### src/rtl/fetch_pkg.sv
// rtl/fetch_pkg.sv - shared types and constants for the instruction fetch queue
package fetch_pkg;

    typedef enum logic [1:0] {
        IDLE = 2'd0,
        WAIT = 2'd1,
        KILL = 2'd2
    } fetch_state_e;

    localparam logic [31:0] PC_INC = 32'd4;

    typedef struct packed {
        logic [31:0] pc;
        logic [31:0] inst;
    } fetch_entry_t;

    function automatic logic [31:0] align_pc(input logic [31:0] pc);
        return {pc[31:2], 2'b00};
    endfunction

endpackage

### src/rtl/fetch_fifo.sv
// rtl/fetch_fifo.sv - DEPTH-entry ring buffer of {pc, inst} pairs with clear
module fetch_fifo
    import fetch_pkg::*;
#(
    parameter int DEPTH = 4
) (
    input  logic                       clk_i,
    input  logic                       resetn_i,
    input  logic                       clear_i,
    input  logic                       push_i,
    input  fetch_entry_t               push_entry_i,
    input  logic                       pop_i,
    output fetch_entry_t               head_o,
    output logic [$clog2(DEPTH):0]     count_o
);

    localparam int AW = $clog2(DEPTH);
    localparam int CW = AW + 1;

    fetch_entry_t   r_mem [DEPTH];
    logic [AW-1:0]  r_wr_ptr;
    logic [AW-1:0]  r_rd_ptr;
    logic [CW-1:0]  r_count;

    always_ff @(posedge clk_i) begin
        if (!resetn_i) begin
            r_wr_ptr <= '0;
            r_rd_ptr <= '0;
            r_count  <= '0;
            for (int i = 0; i < DEPTH; i++) begin
                r_mem[i] <= '0;
            end
        end else if (clear_i) begin
            r_wr_ptr <= '0;
            r_rd_ptr <= '0;
            r_count  <= '0;
        end else begin
            if (push_i) begin
                r_mem[r_wr_ptr] <= push_entry_i;
                r_wr_ptr        <= r_wr_ptr + AW'(1);
            end
            if (pop_i) begin
                r_rd_ptr <= r_rd_ptr + AW'(1);
            end
            case ({push_i, pop_i})
                2'b10:   r_count <= r_count + CW'(1);
                2'b01:   r_count <= r_count - CW'(1);
                default: r_count <= r_count;
            endcase
        end
    end

    assign head_o  = r_mem[r_rd_ptr];
    assign count_o = r_count;

endmodule

### src/rtl/inst_fetch_queue.sv
// rtl/inst_fetch_queue.sv - sequential instruction prefetch queue with redirect
// Optional FETCH_QUEUE_BYPASS_EN: ack data goes straight to the outputs when the queue is empty.
module inst_fetch_queue
    import fetch_pkg::*;
#(
    parameter int          DEPTH    = 4,
    parameter logic [31:0] RESET_PC = 32'h0000_0000
) (
    input  logic                       clk_i,
    input  logic                       start_i,
    input  logic                       redirect_i,
    input  logic [31:0]                redirect_pc_i,
    output logic                       imem_req_o,
    output logic [31:0]                imem_addr_o,
    input  logic                       imem_ack_i,
    input  logic [31:0]                imem_data_i,
    output logic                       out_valid_o,
    output logic [31:0]                out_pc_o,
    output logic [31:0]                out_inst_o,
    input  logic                       out_ready_i,
    output logic [$clog2(DEPTH):0]     count_o
);

    localparam int            CW   = $clog2(DEPTH) + 1;
    localparam logic [CW-1:0] FULL = CW'(DEPTH);

    fetch_state_e  r_state;
    fetch_state_e  w_state_nxt;
    logic [31:0]   r_fetch_pc;
    logic [31:0]   w_fetch_pc_nxt;
    logic [31:0]   r_addr;
    logic [CW-1:0] w_count;
    logic [CW-1:0] w_count_nxt;
    fetch_entry_t  w_head;
    fetch_entry_t  w_push_entry;
    logic          w_ack_wait;
    logic          w_bypass;
    logic          w_push;
    logic          w_pop;
    logic          w_fifo_valid;
    logic          w_new_req;

    assign w_ack_wait   = (r_state == WAIT) && imem_ack_i && !redirect_i;
    assign w_fifo_valid = (w_count != '0);
    assign w_pop        = w_fifo_valid && out_ready_i && !redirect_i;
    assign w_push_entry = '{pc: r_fetch_pc, inst: imem_data_i};

`ifdef FETCH_QUEUE_BYPASS_EN
    // An entry consumed straight from the bus is never written to storage.
    assign w_bypass = w_ack_wait && !w_fifo_valid;
    assign w_push   = w_ack_wait && !(w_bypass && out_ready_i);
`else
    assign w_bypass = 1'b0;
    assign w_push   = w_ack_wait;
`endif

    fetch_fifo #(
        .DEPTH (DEPTH)
    ) u_fifo (
        .clk_i        (clk_i),
        .resetn_i     (start_i),
        .clear_i      (redirect_i),
        .push_i       (w_push),
        .push_entry_i (w_push_entry),
        .pop_i        (w_pop),
        .head_o       (w_head),
        .count_o      (w_count)
    );

    always_comb begin
        w_count_nxt = w_count;
        if (redirect_i) begin
            w_count_nxt = '0;
        end else begin
            case ({w_push, w_pop})
                2'b10:   w_count_nxt = w_count + CW'(1);
                2'b01:   w_count_nxt = w_count - CW'(1);
                default: w_count_nxt = w_count;
            endcase
        end
    end

    always_ff @(posedge clk_i) begin
        if (!start_i) begin
            r_state <= IDLE;
        end else begin
            r_state <= w_state_nxt;
        end
    end

    always_comb begin
        w_state_nxt = r_state;
        if (redirect_i) begin
            case (r_state)
                WAIT:    w_state_nxt = imem_ack_i ? WAIT : KILL;
                KILL:    w_state_nxt = KILL;
                default: w_state_nxt = WAIT;
            endcase
        end else begin
            case (r_state)
                IDLE: begin
                    if (w_count_nxt < FULL) begin
                        w_state_nxt = WAIT;
                    end
                end
                WAIT: begin
                    if (imem_ack_i) begin
                        w_state_nxt = (w_count_nxt < FULL) ? WAIT : IDLE;
                    end
                end
                KILL: begin
                    if (imem_ack_i) begin
                        w_state_nxt = WAIT;
                    end
                end
                default: w_state_nxt = IDLE;
            endcase
        end
    end

    always_comb begin
        imem_req_o  = (r_state == WAIT) || (r_state == KILL);
        imem_addr_o = r_addr;
        out_valid_o = w_fifo_valid || w_bypass;
        out_pc_o    = '0;
        out_inst_o  = '0;
        if (w_fifo_valid) begin
            out_pc_o   = w_head.pc;
            out_inst_o = w_head.inst;
        end else if (w_bypass) begin
            out_pc_o   = r_fetch_pc;
            out_inst_o = imem_data_i;
        end
        count_o = w_count;
    end

    always_comb begin
        w_fetch_pc_nxt = r_fetch_pc;
        if (redirect_i) begin
            w_fetch_pc_nxt = align_pc(redirect_pc_i);
        end else if (w_ack_wait) begin
            w_fetch_pc_nxt = r_fetch_pc + PC_INC;
        end
    end

    // A fresh request starts whenever WAIT is entered from elsewhere or a WAIT request completes.
    assign w_new_req = (w_state_nxt == WAIT) && ((r_state != WAIT) || imem_ack_i);

    always_ff @(posedge clk_i) begin
        if (!start_i) begin
            r_fetch_pc <= RESET_PC;
            r_addr     <= RESET_PC;
        end else begin
            r_fetch_pc <= w_fetch_pc_nxt;
            if (w_new_req) begin
                r_addr <= w_fetch_pc_nxt;
            end
        end
    end

endmodule

### config.mk
export PLATFORM = sky130hd
export DESIGN_NAME = inst_fetch_queue
export DESIGN_NICKNAME = d
export VERILOG_FILES = /design/src/rtl/fetch_pkg.sv /design/src/rtl/fetch_fifo.sv /design/src/rtl/inst_fetch_queue.sv
export SDC_FILE = /design/constraint.sdc
export NUM_CORES = 1
export LEC_CHECK = 0
export CORE_MARGIN = 1.5
export CORE_UTILIZATION = 51
export DETAILED_ROUTE_END_ITERATION = 8
export MAX_ROUTING_LAYER = met4
export PLACE_DENSITY = 0.88
export SLEW_MARGIN = 20
export SYNTH_ARGS = -nofsm -noshare
export SYNTH_HDL_FRONTEND = slang
export SYNTH_SLANG_ARGS = --single-unit
### constraint.sdc
create_clock -name clk_i -period 7.65 [get_ports clk_i]
set_input_delay 1.53 -clock clk_i [delete_from_list [all_inputs] [get_ports clk_i]]
set_output_delay 1.53 -clock clk_i [all_outputs]
set_load 0.05 [all_outputs]
==> results of run 1 <==
[flip-flops by register name (all words and copies together) (netlist names), named ones only]
| name | flops |
|---|---|
| u_fifo.r_mem | 256 |
| imem_addr_o | 32 |
| r_fetch_pc | 32 |
| u_fifo.count_o | 3 |
| r_state | 2 |
| u_fifo.r_rd_ptr | 2 |
| u_fifo.r_wr_ptr | 2 |
[layer usage]
layer  global-route usage, %  vias to the layer above  part of all wire (%)
li1                        -                     4462                     -
met1                   30.79                     4751                    41
met2                   37.58                      474                    49
met3                   3.826                       58                   8.6
met4                   5.797                        0                   1.7
met5                       -                        -                     0
[synthesized netlist by cell type, types with 3 or more instances]
| cell | n | area [um2] |
|---|---|---|
| mux2i_1 | 4 | 40.04 |
| nand2b_1 | 11 | 68.82 |
| or4_1 | 3 | 22.52 |
| a211oi_1 | 10 | 75.07 |
| o31a_1 | 4 | 35.03 |
| and3_1 | 23 | 143.9 |
| clkinv_1 | 3 | 11.26 |
| a211o_1 | 4 | 35.03 |
| a311oi_1 | 4 | 35.03 |
| ha_1 | 6 | 75.07 |
| xor2_1 | 4 | 35.03 |
| nor2_1 | 202 | 758.2 |
| inv_1 | 67 | 251.5 |
| nand2_1 | 98 | 367.9 |
| o31ai_1 | 3 | 22.52 |
| buf_1 | 8 | 30.03 |
| or3_1 | 6 | 37.54 |
| a31oi_1 | 4 | 25.02 |
| o21ai_0 | 18 | 90.09 |
| mux4_2 | 64 | 1441 |
| a21oi_1 | 13 | 65.06 |
| nand4_1 | 12 | 75.07 |
| and4_1 | 6 | 52.55 |
| and2_1 | 84 | 525.5 |
| buf_6 | 3 | 33.78 |
| dfxtp_1 | 75 | 1501 |
| nor4_1 | 10 | 62.56 |
| mux2_2 | 15 | 168.9 |
| nor2b_1 | 4 | 25.02 |
| edfxtp_1 | 256 | 7687 |
| clkbuf_1 | 65 | 244.0 |
| nand3_1 | 8 | 40.04 |
| or2_2 | 4 | 25.02 |
| nor3_1 | 17 | 85.08 |
| o22a_1 | 9 | 78.83 |
| o311a_1 | 5 | 50.05 |
| xnor2_1 | 11 | 96.34 |
[per-stage QoR]
stage | cells | utilization (%) | area, um2 | setup WS, ns
floorplan | 1170 | - | 14710 | 0.3916
global placement | 1650 | 59.46 | 16700 | 2.235
detailed placement | 1650 | 59.46 | 16700 | 2.094
CTS | 1712 | 63.26 | 17770 | 2.522
global route | 1712 | 63.28 | 17770 | 2.340
finish | 1712 | 63.28 | 17770 | 2.538
[worst min-delay path by stage]
stage / slack (ns) / cells after the start / endpoint
2_1_floorplan: 0.47 / 2 / r_fetch_pc[0]
3_3_place_gp: 0.48 / 1 / imem_addr_o[24]
3_5_place_dp: 0.48 / 1 / imem_addr_o[24]
4_1_cts: 0.49 / 1 / imem_addr_o[24]
5_1_grt: 0.51 / 2 / imem_addr_o[0]
6_report: 0.49 / 1 / imem_addr_o[24]
[logic make-up (layout without fill, tap and decap cells)]
kind of cell	count (synthesis)	in the layout	synth area share, %
AOI/OAI and AO/OA	87	87	4.373
xor gates and xnor gates	15	15	0.8933
adders and majority gates	7	7	0.6466
buffers and inverters	149	313	3.982
DFF	331	331	62.48
muxes	86	86	11.50
and+or+nand+nor	495	495	16.12
[cell type report]
cell class	instances	area, um2
Clock buffer	51	1021
Clock inverter	11	47.55
Fill cell	2077	10310
Inverter	70	262.8
Multi-Input combinational cell	690	4995
Sequential cell	331	9196
Tap cell	378	473.0
Timing Repair Buffer	181	1777
[cells in the final DEF (no fill, tap or decap), drive strengths merged, types with 6 or more instances in the layout]
cell,instances
a211oi,10
a21oi,13
and2,84
and3,23
and4,6
buf,14
clkbuf,51
clkdlybuf4s50,167
clkinv,13
dfxtp,75
edfxtp,256
ha,6
inv,67
mux2,18
mux4,64
nand2,98
nand2b,11
nand3,8
nand4,12
nor2,202
nor3,17
nor4,11
o21ai,18
o22a,9
or3,6
xnor2,11
[report_power, final]
| group | leakage (uW) | internal, uW | total (uW) | switching [uW] |
|---|---|---|---|---|
| sequential | 0.00326 | 2020 | 2070 | 52.2 |
| combinational | 0.00291 | 145 | 370 | 225 |
| clock | 0.000519 | 924 | 1580 | 653 |
| total | 0.00668 | 3090 | 4020 | 930 |
==> PnR_summary.wiki, run 1 <==
{| class="wikitable"
! Metric !! Value
|-
| Run status || complete, no violations
|-
| Final nets || roughly 1400
|-
| Number of pins with negative max-slew slack in the final report || 0
|-
| Initial core utilization || between 50% and 60%
|-
| Max Cap Viol || 0
|-
| Total global routing track utilization || between 20% and 30%
|-
| Critical Path Stages || 11
|-
| H-tree depth reported by CTS || 2
|-
| Ports || between 150 and 200
|-
| Worst hold-check slack || roughly 0.49 ns
|-
| Count of buffers from port buffering || around 170
|-
| Setup violation total in the final timing report || 0
|-
| Worst EP arrival || ~5.5 ns
|-
| Ys Warns || 0
|-
| Largest voltage drop on the vdd net || between 0.1 and 0.15 mV
|-
| Register bit total from synthesis || around 330
|-
| Worst setup path endpoint || imem_addr_o[2]
|-
| Area delta synth->final || 20.84%
|-
| Number of cell instances on the worst register-to-register path || 12
|-
| Leakage power summed over all cells || about 0.0067 uW
|-
| Worst path cell trace || clkdlybuf4s50_1 > and2_1 > nand2_1 > ha_1 > fa_1 > xnor2_1 > mux2i_1 > o2bb2ai_1 > and4_1 > buf_4 > mux2_2
|-
| Overall via count from detail_route || roughly 9700
|-
| Antenna cell count || 0
|-
| Sum of buffers and inverters on the critical path || 2
|-
| Post-synth net total || between 1000 and 1500
|-
| Wire length of the first global-routing pass || 52710 um
|-
| # Post-CTS Setup Buffers || 0
|-
| Sequential share of the synthesized area || a little over three fifths
|-
| Largest net degree at the start of global routing || between 70 and 80
|-
| Cell Rows || approximately 60
|-
| Total Wirelength || about 34000 um
|-
| CTS Root Buffer Type || clkbuf_16
|-
| Fin Clk Skew || 0.01499 ns
|-
| Maximum count of clock buffers along a single path || 3
|-
| Class of the tightest hold or removal check || flop to flop
|-
| Share of async-settable or async-resettable flops after synthesis || 0%
|-
| Sum of net half-perimeters after detailed placement || about 20000 um
|-
| Internal reg-to-reg setup slack || 3.44 ns
|-
| Transition time at the pin with the least slew margin || approximately 0.98 ns
|-
| Number of synthesized flops with an enable pin || 256
|-
| FMAX || 0.1956 GHz
|-
| Detailed-route vias per instance || 5.692
|-
| Clock tree from TritonCTS || yes
|-
| Post-DR wirelength/cell || 19.83 um
|-
| Fin Setup TNS || 0 ns
|-
| Syn avg cell area || ~13 um2
|-
| Vias in the first global route || 9930
|-
| Min cycle time layout || about 5 ns
|-
| Clock slew at the register clock pins of the worst setup and hold paths || around 0.060 ns
|-
| Slowest cell on crit path || clkdlybuf4s50_1
|-
| Class of the most critical setup path || input pin to flop
|-
| Post-synth cell types || 61
|-
| Setup crit start kind || input pin
|-
| Post-Synthesis Cells || approximately 1200
|-
| Crit path launch || imem_ack_i
|-
| Origin of the worst min-delay path || imem_addr_o[24]
|-
| Die boundary width || ~170 um
|-
| TritonRoute pass-1 iters || 6
|-
| Chip height || between 150 and 200 um
|-
| Ratio of cells with drive above 1 in the final layout || between 10% and 20%
|-
| Cells resized by post-CTS repair || 0
|-
| Final weighted congestion of routability-driven global placement || between 0.8 and 0.9
|-
| Hold buffer count at cts || 0
|-
| Portion of the clock cycle consumed by the worst path in the final layout || between 60% and 70%
|-
| Clk_lat worst skew || about 0.50 ns
|-
| Total congestion overflow after global routing || 0
|-
| Initial DRC count || 1058
|-
| Combined area of all synthesized cells || between 10000 and 15000 um2
|-
| Required @ worst endpoint || 8.03 ns
|-
| Crit path largest cell delay || about 0.65 ns
|-
| Headroom to the max-slew limit || between 30% and 40%
|-
| # clock sinks || approximately 330
|-
| FF-to-FF End || imem_addr_o[2]
|-
| Placeable Area || about 28000 um2
|-
| Final antenna-violating net count || 0
|-
| Number of CTS-inserted buffers || 35
|-
| Highest net fanout along the worst path || 32
|-
| Initial antenna violation count || 0
|-
| Power density over the cells || 226.2 nW/um2
|-
| RSZ-0062 raised after global routing || no
|-
| DRC violations left || 0
|-
| Total power after layout || approximately 4000 uW
|-
| Die Outline Area || around 30000 um2
|-
| Primary FF master, synth || edfxtp_1
|-
| Critical register-to-register path startpoint || r_state[1]
|-
| Kind of end point of the critical path || flop
|-
| Final hold violations || 0
|-
| Worst path top cell family by delay || buffers and inverters
|}
Note: power is estimated with default switching activity, not from simulation.
==> inputs of run 2 (changes only) <==
CORE_UTILIZATION = 56   (was 51)
PLACE_DENSITY = 0.91   (was 0.88)
clock period = 5.35 ns   (was 7.65 ns; I/O delays follow)
==> run 2 against run 1 <==
- clock power rose by 63%
- die area fell by 8.8%
- sequential share of layout area fell by 0.57 points
- critical path depth did not move
- global-route usage rose by 3.3 points
- final cell count fell by 2.3%
- largest power group unchanged
- highest routed layer unchanged
==> PnR_summary.wiki, run 2 (synthesis results as in run 1) <==
{| class="wikitable"
! Metric !! Value
|-
| Total congestion overflow after global routing || 0
|-
| Setup crit start kind || input pin
|-
| Initial antenna violation count || 0
|-
| Die Outline Area || 27240 um2
|-
| Required @ worst endpoint || approximately 5.7 ns
|-
| Power density over the cells || ~340 nW/um2
|-
| Ratio of cells with drive above 1 in the final layout || between 10% and 20%
|-
| CTS Root Buffer Type || clkbuf_16
|-
| Setup violation total in the final timing report || 0
|-
| Worst Hold Path Cells || 1
|-
| H-tree depth reported by CTS || 2
|-
| Post-layout instance area || 17970 um2
|-
| RSZ-0062 raised after global routing || no
|-
| Total Wirelength || 34380 um
|-
| Internal reg-to-reg setup slack || around 1.4 ns
|-
| DRT met1 WL || 13610 um
|-
| Fin Setup TNS || 0 ns
|-
| Util after Layout || just under 70%
|-
| Number of cell instances on the worst register-to-register path || 11
|-
| DR top layer || met4
|-
| Overall via count from detail_route || 9808
|-
| Run status || complete, no violations
|-
| Min cycle time layout || around 4.3 ns
|-
| Amount of wire on met3 after detailed routing || around 2700 um
|-
| Filler-free cell count of the finished design || roughly 1700
|-
| Vias in the first global route || ~9900
|-
| Placeable Area || roughly 26000 um2
|-
| FF-to-FF End || imem_addr_o[9]
|-
| Total global routing track utilization || about a quarter
|-
| Headroom to the max-slew limit || between 30% and 40%
|-
| Clock slew at the register clock pins of the worst setup and hold paths || around 0.060 ns
|-
| Area delta synth->final || 22.20%
|-
| Cells resized by post-CTS repair || 0
|-
| Commonest non-fill, non-tap cells in the layout || 256 x edfxtp_1, 201 x nor2_1, 167 x clkdlybuf4s50_1
|-
| Class of the tightest hold or removal check || flop to flop
|-
| Portion of the clock cycle consumed by the worst path in the final layout || 80.77%
|-
| Origin of the worst min-delay path || imem_addr_o[23]
|-
| Wire length on met2 || approximately 17000 um
|-
| Max Cap Viol || 0
|-
| Placement Cell Area || 16740 um2
|-
| Clk_lat worst skew || 0.51 ns
|-
| Number of pins with negative max-slew slack in the final report || 0
|-
| Cell Rows || between 50 and 60
|-
| Final antenna-violating net count || 0
|-
| Class of the most critical setup path || input pin to flop
|-
| Hold buffer count at cts || 0
|-
| Maximum count of clock buffers along a single path || 3
|-
| TritonRoute pass-1 iters || 5
|-
| # Post-CTS Setup Buffers || 0
|-
| DRC violations left || 0
|-
| Register name with the most flops || u_fifo.r_mem
|-
| # clock sinks || between 300 and 400
|-
| Hold-critical path endpoint || imem_addr_o[23]
|-
| Post-DR wirelength/cell || 20.56 um
|-
| Transition time at the pin with the least slew margin || 0.9563 ns
|-
| Final nets || around 1400
|-
| Clock tree from TritonCTS || yes
|-
| Antenna cell count || 0
|-
| Die boundary width || about 170 um
|-
| Largest voltage drop on the vdd net || approximately 0.23 mV
|-
| Kind of end point of the critical path || flop
|-
| Number of flip-flops in the largest register || roughly 260
|-
| Commonest non-fill, non-tap cell in the layout || edfxtp_1
|-
| Setup slack after placement || 0.5744 ns
|-
| Initial core utilization || 56.76%
|-
| FMAX || between 0.2 and 0.25 GHz
|-
| Count of buffers from port buffering || 167
|-
| Final weighted congestion of routability-driven global placement || approximately 0.85
|-
| Initial DRC count || about 820
|-
| Wire length of the first global-routing pass || roughly 53000 um
|-
| DP Cell Count || roughly 1600
|-
| Fin Clk Skew || 0.008136 ns
|-
| Critical register-to-register path startpoint || r_state[0]
|-
| Worst path setup slack after routing || 1.029 ns
|-
| Detailed-route vias per instance || 5.866
|-
| Worst EP arrival || between 4 and 5 ns
|-
| Number of CTS-inserted buffers || 34
|-
| Final hold violations || 0
|-
| Leakage power summed over all cells || 0.006806 uW
|-
| Sum of net half-perimeters after detailed placement || 20240 um
|-
| Highest net fanout along the worst path || 29
|-
| Ports || 170
|-
| Largest net degree at the start of global routing || 66
|-
| Chip height || roughly 170 um
|}
-- run 2: changes by cell type in the layout (fill, tap and decap cells not counted), sizes merged --
| cell | delta |
|---|---|
| bufinv | +6 |
| clkbuf | -2 |
| buf | +3 |
| clkinv | -3 |
| clkinvlp | -1 |
-- run 2: where the power goes --
group	total [uW]	leakage, uW	switching [uW]	internal, uW
Combinational	538	0.00295	323	215
Clock	2570	0.000602	965	1610
Sequential	2970	0.00326	75.5	2890
-- run 2: worst max path at each step --
stage	from	endpoint	slack, ns	cells past startpoint
5_1_grt	imem_ack_i	imem_addr_o[9]	0.80	11
3_3_place_gp	imem_ack_i	imem_addr_o[17]	0.66	11
6_report	imem_ack_i	imem_addr_o[9]	1.03	11
3_5_place_dp	imem_ack_i	imem_addr_o[9]	0.57	11
4_1_cts	flop	out_inst_o[22]	1.03	4
2_1_floorplan	redirect_i	u_fifo.r_mem[0][0]	-1.45	5
-- run 2: layout make-up --
cell class	instances	area (um2)
Inverter	70	262.8
Fill cell	1705	7940
Clock buffer	49	1011
Multi-Input combinational cell	690	4991
Timing Repair Buffer	184	1874
Tap cell	335	419.2
Clock inverter	13	216.5
Sequential cell	331	9196
-- run 2: worst max-delay path, stage by stage --
cell and delay (ns):
clkdlybuf4s50_1 0.66, and2_1 0.21, nand2_1 0.17, ha_1 0.28, fa_1 0.39, xnor2_1 0.38
mux2i_1 0.25, o2bb2ai_1 0.24, and4_1 0.46, buf_12 0.25, mux2_2 0.36
-- run 2: per-layer routing --
metal / up-vias / GRT usage (%)
met5: - / -
met4: 0 / 8.026
met3: 63 / 4.770
met2: 478 / 44.35
met1: 4803 / 33.07
li1: 4464 / -
-- run 2: metrics by stage --
step           power, uW  hold slack [ns]
6_report            6075           0.4859
5_1_grt             6231           0.5281
4_1_cts             6089           0.4889
3_5_place_dp        3550           0.4742
3_3_place_gp        3532           0.4739
2_1_floorplan       3338           0.4684
